[config.mk]
export PLATFORM = sky130hd
export DESIGN_NAME = fetch_stage_flat
export DESIGN_NICKNAME = d
export VERILOG_FILES = /design/src/rtl/fetch_stage_if.sv /design/src/rtl/fetch_stage.sv /design/src/flat_wrapper.sv
export SDC_FILE = /design/constraint.sdc
export NUM_CORES = 1
export LEC_CHECK = 0
export ABC_AREA = 1
export CAP_MARGIN = 20
export CELL_PAD_IN_SITES_DETAIL_PLACEMENT = 2
export CELL_PAD_IN_SITES_GLOBAL_PLACEMENT = 2
export CORE_MARGIN = 4
export CORE_UTILIZATION = 34
export DETAILED_ROUTE_END_ITERATION = 16
export MAX_ROUTING_LAYER = met4
export PLACE_DENSITY = 0.78
export SLEW_MARGIN = 20
export SYNTH_ARGS = -nofsm -noshare
export SYNTH_HDL_FRONTEND = slang
export SYNTH_SLANG_ARGS = --single-unit
[constraint.sdc]
create_clock -name clk -period 5.9 [get_ports clk]
set_input_delay 1.18 -clock clk [delete_from_list [all_inputs] [get_ports clk]]
set_output_delay 1.18 -clock clk [all_outputs]
set_load 0.005 [all_outputs]
[src/rtl/fetch_stage_if.sv]
// Instruction-memory bus between the fetch stage and the instruction memory.
//   imem_req    : read request valid (fetch -> memory)
//   imem_addr   : word-aligned read address (fetch -> memory)
//   imem_gnt    : request accepted this cycle when imem_req is high (memory -> fetch)
//   imem_rvalid : read data valid, one cycle after the grant, in order (memory -> fetch)
//   imem_rdata  : instruction word (memory -> fetch)
interface fetch_stage_if;
  logic        imem_req;
  logic [31:0] imem_addr;
  logic        imem_gnt;
  logic        imem_rvalid;
  logic [31:0] imem_rdata;

  modport master (
    output imem_req,
    output imem_addr,
    input  imem_gnt,
    input  imem_rvalid,
    input  imem_rdata
  );

  modport slave (
    input  imem_req,
    input  imem_addr,
    output imem_gnt,
    output imem_rvalid,
    output imem_rdata
  );
endinterface

[src/rtl/fetch_stage.sv]
// IF stage of the 5-stage MIPS pipeline. Owns the PC, issues instruction-memory reads,
// buffers returned words in a DEPTH-entry in-order queue and presents the queue head to
// the IF/DEC register. Memory responses are absorbed while stalled; redirects flush the
// queue and discard responses that belong to the abandoned path.
// Ports:
//   clk, reset     : clock, asynchronous active-high reset
//   stall_IF       : hold the head entry this cycle
//   branch_taken   : redirect pulse, branch_target gives the new PC (bits [1:0] ignored)
//   imem           : instruction-memory bus (master side)
//   valid_IF       : instr_IF / pc_plus4_IF carry a real instruction
//   instr_IF       : head instruction, 0 when not valid
//   pc_plus4_IF    : head instruction address + 4, 0 when not valid
module fetch_stage #(
  parameter logic [31:0] RESET_PC = 32'h0000_0000,
  parameter int unsigned DEPTH    = 2
) (
  input  logic          clk,
  input  logic          reset,
  input  logic          stall_IF,
  input  logic          branch_taken,
  input  logic [31:0]   branch_target,
  fetch_stage_if.master imem,
  output logic          valid_IF,
  output logic [31:0]   instr_IF,
  output logic [31:0]   pc_plus4_IF
);

  localparam int unsigned CNT_W = $clog2(DEPTH + 1);
  localparam int unsigned PTR_W = (DEPTH > 1) ? $clog2(DEPTH) : 1;

  typedef enum logic [1:0] {
    IDLE  = 2'd0,
    RUN   = 2'd1,
    DRAIN = 2'd2
  } state_t;

  typedef struct packed {
    logic [31:0] instr;
    logic [31:0] pc_plus4;
  } entry_t;

  state_t           state_q, state_n;
  logic [31:0]      pc_q, pc_n;
  logic [CNT_W-1:0] out_q, out_n;
  logic [CNT_W-1:0] drop_q, drop_n;
  logic [CNT_W-1:0] count_q, count_n, cnt_pop;
  logic [PTR_W-1:0] rd_q, rd_n, wr_q, wr_n;
  entry_t           mem_q [DEPTH];
  entry_t           head_n, push_entry;
  logic             head_valid_n;
  logic             req_q, req_n;
  logic             grant, resp, push, pop, flush;
  logic [31:0]      target_aligned;
  logic [31:0]      resp_pc4;

  function automatic logic [PTR_W-1:0] ptr_inc(input logic [PTR_W-1:0] p);
    return (p == PTR_W'(DEPTH - 1)) ? '0 : p + PTR_W'(1);
  endfunction

  assign imem.imem_req  = req_q;
  assign imem.imem_addr = pc_q;

  assign target_aligned = branch_target & 32'hFFFF_FFFC;
  assign grant          = req_q && imem.imem_gnt;
  // A response only counts if a request is actually in flight; stale ones after reset are ignored.
  assign resp           = imem.imem_rvalid && (out_q != '0);
  assign pop            = valid_IF && !stall_IF && !branch_taken;

  // Requests since the last redirect are sequential, so the oldest in-flight address
  // sits out_q words behind the PC.
  assign resp_pc4   = pc_q - (32'(out_q) << 2) + 32'd4;
  assign push_entry = '{instr: imem.imem_rdata, pc_plus4: resp_pc4};

  // FSM state register
  always_ff @(posedge clk or posedge reset) begin
    if (reset) state_q <= IDLE;
    else       state_q <= state_n;
  end

  // FSM next-state
  always_comb begin
    state_n = state_q;
    case (state_q)
      IDLE:    state_n = RUN;
      RUN:     if (branch_taken && (drop_n != '0)) state_n = DRAIN;
      DRAIN:   if (drop_n == '0) state_n = RUN;
      default: state_n = IDLE;
    endcase
  end

  // FSM outputs: queue flush and push enables
  always_comb begin
    push  = 1'b0;
    flush = 1'b0;
    case (state_q)
      RUN: begin
        // A response landing in the redirect cycle belongs to the old path and is discarded.
        flush = branch_taken;
        push  = resp && !branch_taken;
      end
      default: ;
    endcase
  end

  // PC, outstanding and drop counters
  always_comb begin
    out_n  = out_q + CNT_W'(grant) - CNT_W'(resp);
    pc_n   = pc_q;
    drop_n = drop_q;
    case (state_q)
      RUN: begin
        if (branch_taken) begin
          // A grant in the redirect cycle is abandoned: it is counted in out_n but pc does not advance.
          pc_n   = target_aligned;
          drop_n = out_n;
        end else if (grant) begin
          pc_n = pc_q + 32'd4;
        end
      end
      DRAIN: begin
        drop_n = drop_q - CNT_W'(resp);
        if (branch_taken) pc_n = target_aligned;
      end
      default: ;
    endcase
  end

  // Queue pointers and next head (head output is registered)
  always_comb begin
    cnt_pop = count_q - CNT_W'(pop);
    if (flush) begin
      count_n = '0;
      rd_n    = '0;
      wr_n    = '0;
    end else begin
      count_n = cnt_pop + CNT_W'(push);
      rd_n    = pop  ? ptr_inc(rd_q) : rd_q;
      wr_n    = push ? ptr_inc(wr_q) : wr_q;
    end
    head_valid_n = (count_n != '0);
    if (!head_valid_n)        head_n = '0;
    else if (cnt_pop == '0)   head_n = push_entry;
    else                      head_n = mem_q[rd_n];
  end

  // Credit: only request when queue plus in-flight words leave room for the response
  always_comb begin
    req_n = (state_n == RUN) && ((32'(count_n) + 32'(out_n)) < 32'(DEPTH));
  end

  // Datapath and output registers
  always_ff @(posedge clk or posedge reset) begin
    if (reset) begin
      pc_q        <= RESET_PC;
      out_q       <= '0;
      drop_q      <= '0;
      count_q     <= '0;
      rd_q        <= '0;
      wr_q        <= '0;
      req_q       <= 1'b0;
      valid_IF    <= 1'b0;
      instr_IF    <= '0;
      pc_plus4_IF <= '0;
    end else begin
      pc_q        <= pc_n;
      out_q       <= out_n;
      drop_q      <= drop_n;
      count_q     <= count_n;
      rd_q        <= rd_n;
      wr_q        <= wr_n;
      req_q       <= req_n;
      valid_IF    <= head_valid_n;
      instr_IF    <= head_n.instr;
      pc_plus4_IF <= head_n.pc_plus4;
    end
  end

  // Queue storage
  always_ff @(posedge clk) begin
    if (push) mem_q[wr_q] <= push_entry;
  end

`ifndef SYNTHESIS
  always @(posedge clk) begin
    if (!reset) begin
      assert (!(push && (cnt_pop == CNT_W'(DEPTH))))
        else $error("fetch_stage: queue overflow");
      assert (!(imem.imem_rvalid && (out_q == '0) && (state_q != IDLE)))
        else $error("fetch_stage: response without outstanding request");
    end
  end
`endif

endmodule

[src/flat_wrapper.sv]
// flat-port wrapper written by rule: the top's interface ports become plain ports
module fetch_stage_flat 
#(
  parameter logic [31:0] RESET_PC = 32'h0000_0000,
  parameter int unsigned DEPTH    = 2
)
  (clk, reset, stall_IF, branch_taken, branch_target, valid_IF, instr_IF, pc_plus4_IF, imem_imem_req, imem_imem_addr, imem_imem_gnt, imem_imem_rvalid, imem_imem_rdata);
  fetch_stage_if imem_i ();
  input  logic clk;
  input  logic reset;
  input  logic stall_IF;
  input  logic branch_taken;
  input  logic [31:0] branch_target;
  output logic valid_IF;
  output logic [31:0] instr_IF;
  output logic [31:0] pc_plus4_IF;
  output wire logic [$bits(imem_i.imem_req)-1:0] imem_imem_req;
  output wire logic [$bits(imem_i.imem_addr)-1:0] imem_imem_addr;
  input wire logic [$bits(imem_i.imem_gnt)-1:0] imem_imem_gnt;
  input wire logic [$bits(imem_i.imem_rvalid)-1:0] imem_imem_rvalid;
  input wire logic [$bits(imem_i.imem_rdata)-1:0] imem_imem_rdata;
  assign imem_imem_req = imem_i.imem_req;
  assign imem_imem_addr = imem_i.imem_addr;
  assign imem_i.imem_gnt = imem_imem_gnt;
  assign imem_i.imem_rvalid = imem_imem_rvalid;
  assign imem_i.imem_rdata = imem_imem_rdata;
  fetch_stage #(.RESET_PC(RESET_PC), .DEPTH(DEPTH)) u_core (.clk(clk), .reset(reset), .stall_IF(stall_IF), .branch_taken(branch_taken), .branch_target(branch_target), .imem(imem_i), .valid_IF(valid_IF), .instr_IF(instr_IF), .pc_plus4_IF(pc_plus4_IF));
endmodule
==> results by group, run 1 <==
Critical path
  • FF-to-FF End: u_core.pc_plus4_IF[24]
  • Worst endpoint required time: roughly 6400 ps
  • CP arrival: ~4400 ps
  • Reg2Reg Launch Point: u_core.state_q[1]
  • Crit path capture type: flop
  • CP Launch Type: primary input
  • Register-to-Register Path Depth: 16
  • Worst-path fanout max: 31
  • R2R setup slack: 2750 ps
  • CP Class: primary input to flop

Cells and area
  • Layout cells sized above 1: 0.0532
  • Final core area utilization: 0.433
  • Area Growth Syn to Fin: 24.4%
  • # nets final: 1659
  • Fill count: about 3800
  • Ant. Diodes: 0

Clocking
  • Clock Path Buffers: 3
  • Worst-skew pair later-pin latency: approximately 540 ps
  • Hold_buf cts: 0
  • H-tree depth: 1
  • Sink Count: roughly 230
  • CTS root buffer: clkbuf_16
  • Gates resized, CTS repair: 0
  • Post-CTS Setup Bufs: 0
  • CTS buffer count: 26
  • CTS tree: done
  • Worst-path clk slew: about 60 ps

Detailed routing
  • Final WL: ~38 mm
  • Wire per inst: around 19 um
  • Post-DRT Antenna Nets: 0
  • 1st-iter DRT viols: 400
  • DRT Pass-1 Iters: 4
  • DRC viols: 0
  • Vias: ~10000
  • Vias/cell: about 5

Run status
  • Outcome: completed

Power
  • Flop pwr share: 0.280
  • Static Leak: ~6.7 nW
  • Switch Pwr: around 0.0045 W
  • Clock share of power: 0.169
  • Internal power: just over 0.005 W
  • Combinational fraction of design power: 0.550
  • Pwr dens: between 600 and 700 mW/mm^2
  • Maximum VDD drop: ~0.00022 V
  • Sw Share: 0.463

Timing
  • Skew final: between 10 and 15 ps
  • Final hold viol count: 0
  • Max-slew violation count: 0
  • Worst slew pin tran: just under 1000 ps
  • Minimum clock period: 3900 ps
  • Fmax: about 0.26 GHz
  • Slew HR: 0.355
  • RSZ-0062 raised after global routing: no
  • # setup viols final: 0
  • Tcrit/Tclk final: 0.661
  • Setup TNS: 0 ps

Logic synthesis
  • Mean Syn Cell Area: roughly 9 um^2
  • Post-synthesis sequential area ratio: 0.522
  • Main area contributors after synthesis: edfxtp_1 (31%), dfrtp_1 (21%), nand2_1 (7.5%)
  • Post-synth top cells: nand2_1 (241), inv_1 (217), edfxtp_1 (124)
  • Top FF cell, synth: edfxtp_1
  • Synth async-reset ratio: 0.456
  • Top-count cell post-synth: nand2_1
  • Synth cell types: 48
  • Yosys warning total: 0
  • Post-synth EDFFs: between 100 and 150
  • Share of the synthesized area in the top cell type: 0.308
  • Cells after Synth: 1365
  • Flops & latches, synth: about 230
  • Yosys top cell by area: edfxtp_1
  • Synth Cell Area: about 0.012 mm^2

Floorplan
  • Core area: between 0.03 and 0.04 mm^2
  • Chip width: about 200 um
  • Starting Density: 0.348
  • Die H: roughly 200 um
  • # rows: about 70
  • DIE AREA: a little under 0.04 mm^2
  • I/O pins: 168

Global routing
  • Pin count of the biggest net entering global routing: 67
  • Initial antenna violation count: 0
  • Gr usage total: 0.199
  • Residual overflow from global routing: 0
  • Global-route wire length before repair: ~61 mm
  • Vias in the first global route: 11100

Worst hold path
  • HP Class: flop to flop
  • Hold Path Cell Cnt: 2
  • Worst hold endpoint: u_core.drop_q[0]
  • Hold Startpoint: u_core.drop_q[0]

Placement
  • DP HPWL: about 28 mm
  • RePlAce Congestion: 0.855
  • # port buffers: 161

Flow run
  • Max capacitance violation total: 0
[worst max-delay path by stage]
| stage | cells after the start | from | slack [ps] | to |
|---|---|---|---|---|
| global route | 16 | branch_taken | 1720 | u_core.pc_plus4_IF[24] |
| global placement | 15 | branch_taken | 1490 | u_core.pc_plus4_IF[21] |
| finish | 16 | branch_taken | 2000 | u_core.pc_plus4_IF[24] |
| floorplan | 4 | imem_imem_rvalid | 1370 | u_core.mem_q[0][10] |
| detailed placement | 15 | branch_taken | 1370 | u_core.pc_plus4_IF[17] |
| CTS | 16 | branch_taken | 1920 | u_core.pc_plus4_IF[24] |
[layer usage]
| metal | GRT usage | part of all wire | wire length (um) |
|---|---|---|---|
| met1 | 0.262 | 0.46 | 17500 |
| met2 | 0.340 | 0.49 | 18600 |
| met3 | 0.0215 | 0.033 | 1260 |
| met4 | 0.0316 | 0.013 | 501 |
| met5 | - | 0 | 0 |
[per-stage QoR]
stage / instance area, um^2 / instances / total power (W) / hold WS, ps / setup WS (ps)
global route: 15100 / 1997 / 0.0106 / 575 / 1720
global placement: 14200 / 1949 / 0.00775 / 506 / 1490
finish: 15100 / 1997 / 0.00964 / 548 / 2000
detailed placement: 14200 / 1949 / 0.00808 / 534 / 1370
floorplan: 12100 / 1368 / 0.00602 / 483 / 1370
CTS: 15100 / 1997 / 0.00980 / 550 / 1920
[power by group through the flow]
stage	Clock (W)	Combinational, W	Sequential [W]
after floorplan	0	0.00337	0.00265
after global placement	0	0.00504	0.00271
after detailed placement	0	0.00534	0.00274
after CTS	0.00168	0.00540	0.00271
after global routing	0.00175	0.00605	0.00276
final	0.00163	0.00531	0.00270
[registers in the layout, indices dropped and copies added, names as in the netlist]
name                   count
u_core.rd_q                1
u_core.instr_IF           32
u_core.imem.imem_req       1
u_core.imem.imem_addr     30
u_core.out_q               2
u_core.state_q             2
u_core.mem_q             124
u_core.valid_IF            1
u_core.wr_q                1
u_core.pc_plus4_IF        30
u_core.count_q             2
u_core.drop_q              2
[kinds of logic (layout without fill, tap and decap cells)]
group           count (synthesis)  after routing  synth area share
simple gates                  468            468             0.163
compound gates                303            303             0.133
buf+inv                       269            443            0.0889
flops                         228            228             0.522
fa+ha+maj                      67             67            0.0705
xor+xnor                       25             25            0.0181
mux                             4              4           0.00362
other cells                     1              4          0.000310
[layout by cell type (no fill, tap or decap), drive strengths merged]
cell           instances
o21ai                142
o21a                   1
a2bb2oi                2
o22ai                 10
xnor2                  1
clkbuf                37
nand4                 15
a22oi                  1
mux2i                  1
nor4                   2
edfxtp               124
nand2b                 1
o21bai                12
nor2                 125
xor2                  24
ha                    65
nand3                 67
a21o                   4
inv                  222
buf                   12
a21oi                121
a41oi                  1
clkinv                 7
conb                   4
nand2                243
fa                     2
bufinv                 2
nor3b                  1
dfrtp                104
nand3b                 2
clkinvlp               2
clkdlybuf4s50        161
or2                    2
o211ai                 7
a32oi                  1
a31oi                  1
mux2                   3
nor3                  10
[final cells by class]
| class | count | area (um^2) | share of cell area |
|---|---|---|---|
| clock buffer | 37 | 742 | 0.0493 |
| multi-input combinational | 871 | 4740 | 0.315 |
| sequential | 228 | 6330 | 0.420 |
| tap | 455 | 569 | 0.0378 |
| inverter | 222 | 836 | 0.0555 |
| clock inverter | 11 | 128 | 0.00848 |
| timing repair buffer | 173 | 1710 | 0.114 |
[critical path, cell delays in order]
cell and delay (ps):
clkdlybuf4s50_1 630, nor2_1 100, nand2_1 160, inv_1 80
ha_1 270, inv_1 60, ha_1 270, inv_1 40
nor2_1 210, nor2_2 120, inv_2 380, buf_4 440
o21ai_0 190, inv_1 90, nand2_1 60, inv_1 70
No activity file was read; power rests on OpenSTA's default activity.
==> run 2: changes to the inputs <==
==> constraint.sdc (replaced) <==
create_clock -name clk -period 3.8 [get_ports clk]
set_input_delay 0.76 -clock clk [delete_from_list [all_inputs] [get_ports clk]]
set_output_delay 0.76 -clock clk [all_outputs]
set_load 0.005 [all_outputs]
==> run 2 against run 1 <==
Net effect: register-to-register slack got worse by 1800 ps; setup slack got worse by 1100 ps; global-route usage increased by 0.21 points; critical path depth decreased by 1; routed wire length increased by 1.3%; count of clock-buffer cells in the layout decreased by 3.
==> results by group, run 2 (synthesized netlist as in run 1, its figures left out) <==
Clocking
  • Worst-path clk slew: 60 ps (about the same)
  • Gates resized, CTS repair: 0 (unchanged)
  • CTS tree: done
  • CTS buffer count: 26 (unchanged)
  • Worst-skew pair later-pin latency: 540 ps (about the same)
  • H-tree depth: 1 (unchanged)
  • Clock Path Buffers: 3 (unchanged)
  • Post-CTS Setup Bufs: 0 (unchanged)
  • Hold_buf cts: 0 (unchanged)
  • CTS root buffer: clkbuf_16
  • Sink Count: 228 (unchanged)

Critical path
  • Largest stage delay, worst path: 490 ps (-140 ps)
  • Worst-path cell chain: clkdlybuf4s50_1 -> nor2_1 -> nand2_1 -> inv_1 -> ha_1 -> inv_1 -> ha_1 -> xor2_1 -> nor2_2 -> nor2_2 -> inv_2 -> buf_12 -> o21ai_1 -> o21bai_1 -> inv_1
  • FF-to-FF End: u_core.pc_plus4_IF[21]
  • Crit path capture type: flop
  • Worst endpoint required time: 4260 ps (-2110 ps)
  • Crit-path slowest cell: clkdlybuf4s50_1
  • CP Capture Point: u_core.pc_plus4_IF[21]
  • CP Launch Type: primary input
  • Worst-path fanout max: 34 (+9.7%)
  • CP Buf/Inv Count: 6 (-2)
  • CP delay by family, top: buffers and inverters
  • Most frequent CP cell: inv_1
  • CP Class: primary input to flop
  • CP arrival: 3340 ps (-1030 ps)
  • CP Launch Point: branch_taken
  • Levels on crit path: 15 (-1)
  • Register-to-Register Path Depth: 15 (-1)
  • R2R setup slack: 970 ps (-1780 ps)
  • Reg2Reg Launch Point: u_core.state_q[1]

Detailed routing
  • Post-DRT Antenna Nets: 0 (unchanged)
  • Final WL: 38.4 mm (+1.3%)
  • DRC viols: 0 (unchanged)
  • Vias: 9976 (-0.20%)
  • Vias/cell: 4.99 (-0.40%)
  • 1st-iter DRT viols: 436 (+9.0%)
  • Wire per inst: 19.2 um (+1.1%)
  • DRT Pass-1 Iters: 5 (+1)

Cells and area
  • Multi-input gate area: 0.00474 mm^2 (unchanged)
  • Top reg by flops: u_core.mem_q
  • Register area: 0.00633 mm^2 (unchanged)
  • Ant. Diodes: 0 (unchanged)
  • Area Growth Syn to Fin: 25.4%
  • # nets final: 1664 (+0.30%)
  • Fill count: 3777 (-0.58%)
  • Largest regs: u_core.mem_q (124), u_core.instr_IF (32)
  • Most frequent cells in the layout: nand2_1 (241), inv_1 (215), clkdlybuf4s50_1 (161)
  • Layout cells sized above 1: 0.0530 (-0.000138)
  • Max reg flops: 124 (unchanged)
  • Most common cell after layout, fill and taps aside: nand2_1

Floorplan
  • Starting Density: 0.348 (unchanged)
  • Chip width: 197 um (unchanged)
  • Die H: 197 um (unchanged)
  • I/O pins: 168 (unchanged)
  • DIE AREA: 0.0387 mm^2 (unchanged)
  • Core area: 0.0348 mm^2 (unchanged)
  • # rows: 68 (unchanged)

Global routing
  • Gr usage total: 0.201 (+0.00212)
  • Vias in the first global route: 11200 (+0.68%)
  • Residual overflow from global routing: 0 (unchanged)
  • Pin count of the biggest net entering global routing: 63 (-6.0%)
  • Global-route wire length before repair: 61.1 mm (+0.83%)
  • Initial antenna violation count: 0 (unchanged)

Power
  • Maximum VDD drop: 0.000358 V (+60%)
  • Clock share of power: 0.172 (+0.003)
  • Internal power: 0.00821 W (+59%)
  • Combinational fraction of design power: 0.552 (+0.002)
  • Pwr dens: 1000 mW/mm^2 (+56%)
  • Switch Pwr: 0.00696 W (+56%)
  • Sw Share: 0.459 (-0.00451)
  • Flop pwr share: 0.276 (-0.004)
  • Static Leak: 6.80 nW (+0.82%)

Flow run
  • Max capacitance violation total: 0 (unchanged)

Timing
  • Minimum clock period: 2890 ps
  • Fmax: ~0.35 GHz
  • Setup TNS: 0 ps (unchanged)
  • Skew final: 26.1 ps (+15.8 ps)
  • Final hold viol count: 0 (unchanged)
  • RSZ-0062 raised after global routing: no
  • Tcrit/Tclk final: 0.760
  • Slew HR: 0.335 (-0.0202)
  • # setup viols final: 0 (unchanged)
  • Worst slew pin tran: 994 ps (+26.5 ps)
  • Max-slew violation count: 0 (unchanged)
  • WHS: 533 ps (-14.4 ps)

Worst hold path
  • HP Class: flop to flop

Placement
  • DP HPWL: 27.7 mm (+0.54%)
  • RePlAce Congestion: 0.875 (+2.4%)
  • # port buffers: 161 (unchanged)

Run status
  • Outcome: completed
## run 2: how the worst min path moves through the flow
| stage | from | depth (start not counted) | slack, ps | to |
|---|---|---|---|---|
| 4_1_cts | u_core.mem_q[1][38] | 2 | 540 | u_core.instr_IF[6] |
| 6_report | u_core.drop_q[0] | 2 | 530 | u_core.drop_q[0] |
| 5_1_grt | u_core.mem_q[1][39] | 2 | 580 | u_core.instr_IF[7] |
| 2_1_floorplan | u_core.wr_q | 1 | 480 | u_core.wr_q |
| 3_3_place_gp | u_core.mem_q[0][6] | 2 | 510 | u_core.pc_plus4_IF[6] |
| 3_5_place_dp | u_core.drop_q[0] | 2 | 520 | u_core.drop_q[0] |
## run 2: layer usage
layer	GRT usage	part of all wire	routed length, um
met1	0.265	0.46	17600
met2	0.340	0.49	18900
met3	0.0210	0.034	1310
met5	-	0	0
met4	0.0370	0.014	555
## run 2: power groups by stage
stage	clock [W]	sequential, W	combinational [W]
final	0.00261	0.00419	0.00838
after global routing	0.00279	0.00429	0.00952
after CTS	0.00268	0.00421	0.00853
after detailed placement	0	0.00424	0.00840
after global placement	0	0.00420	0.00798
after floorplan	0	0.00411	0.00523
## run 2: through the flow
stage / utilization / instances / setup WS [ps] / power, W / area (um^2)
after floorplan: - / 1368 / -311 / 0.00934 / 12100
after global placement: 0.411 / 1954 / 442 / 0.0122 / 14300
after detailed placement: 0.411 / 1954 / 337 / 0.0126 / 14300
after CTS: 0.436 / 2001 / 869 / 0.0154 / 15200
after global routing: 0.436 / 2001 / 634 / 0.0166 / 15200
final: 0.436 / 2001 / 911 / 0.0152 / 15200
## run 2: tightest hold or removal path: stages, from the launching register on
cell,delay [ps]
dfrtp_1,360
nand2_1,60
nand2_1,70
## run 2: area by class of cell
| type | count | share of cell area |
|---|---|---|
| multi-input cells | 871 | 0.312 |
| repair buffers | 178 | 0.120 |
| inverters | 222 | 0.0550 |
| clock inverters | 13 | 0.0133 |
| well taps | 455 | 0.0375 |
| clock buffers | 34 | 0.0448 |
| flip-flops and latches | 228 | 0.417 |
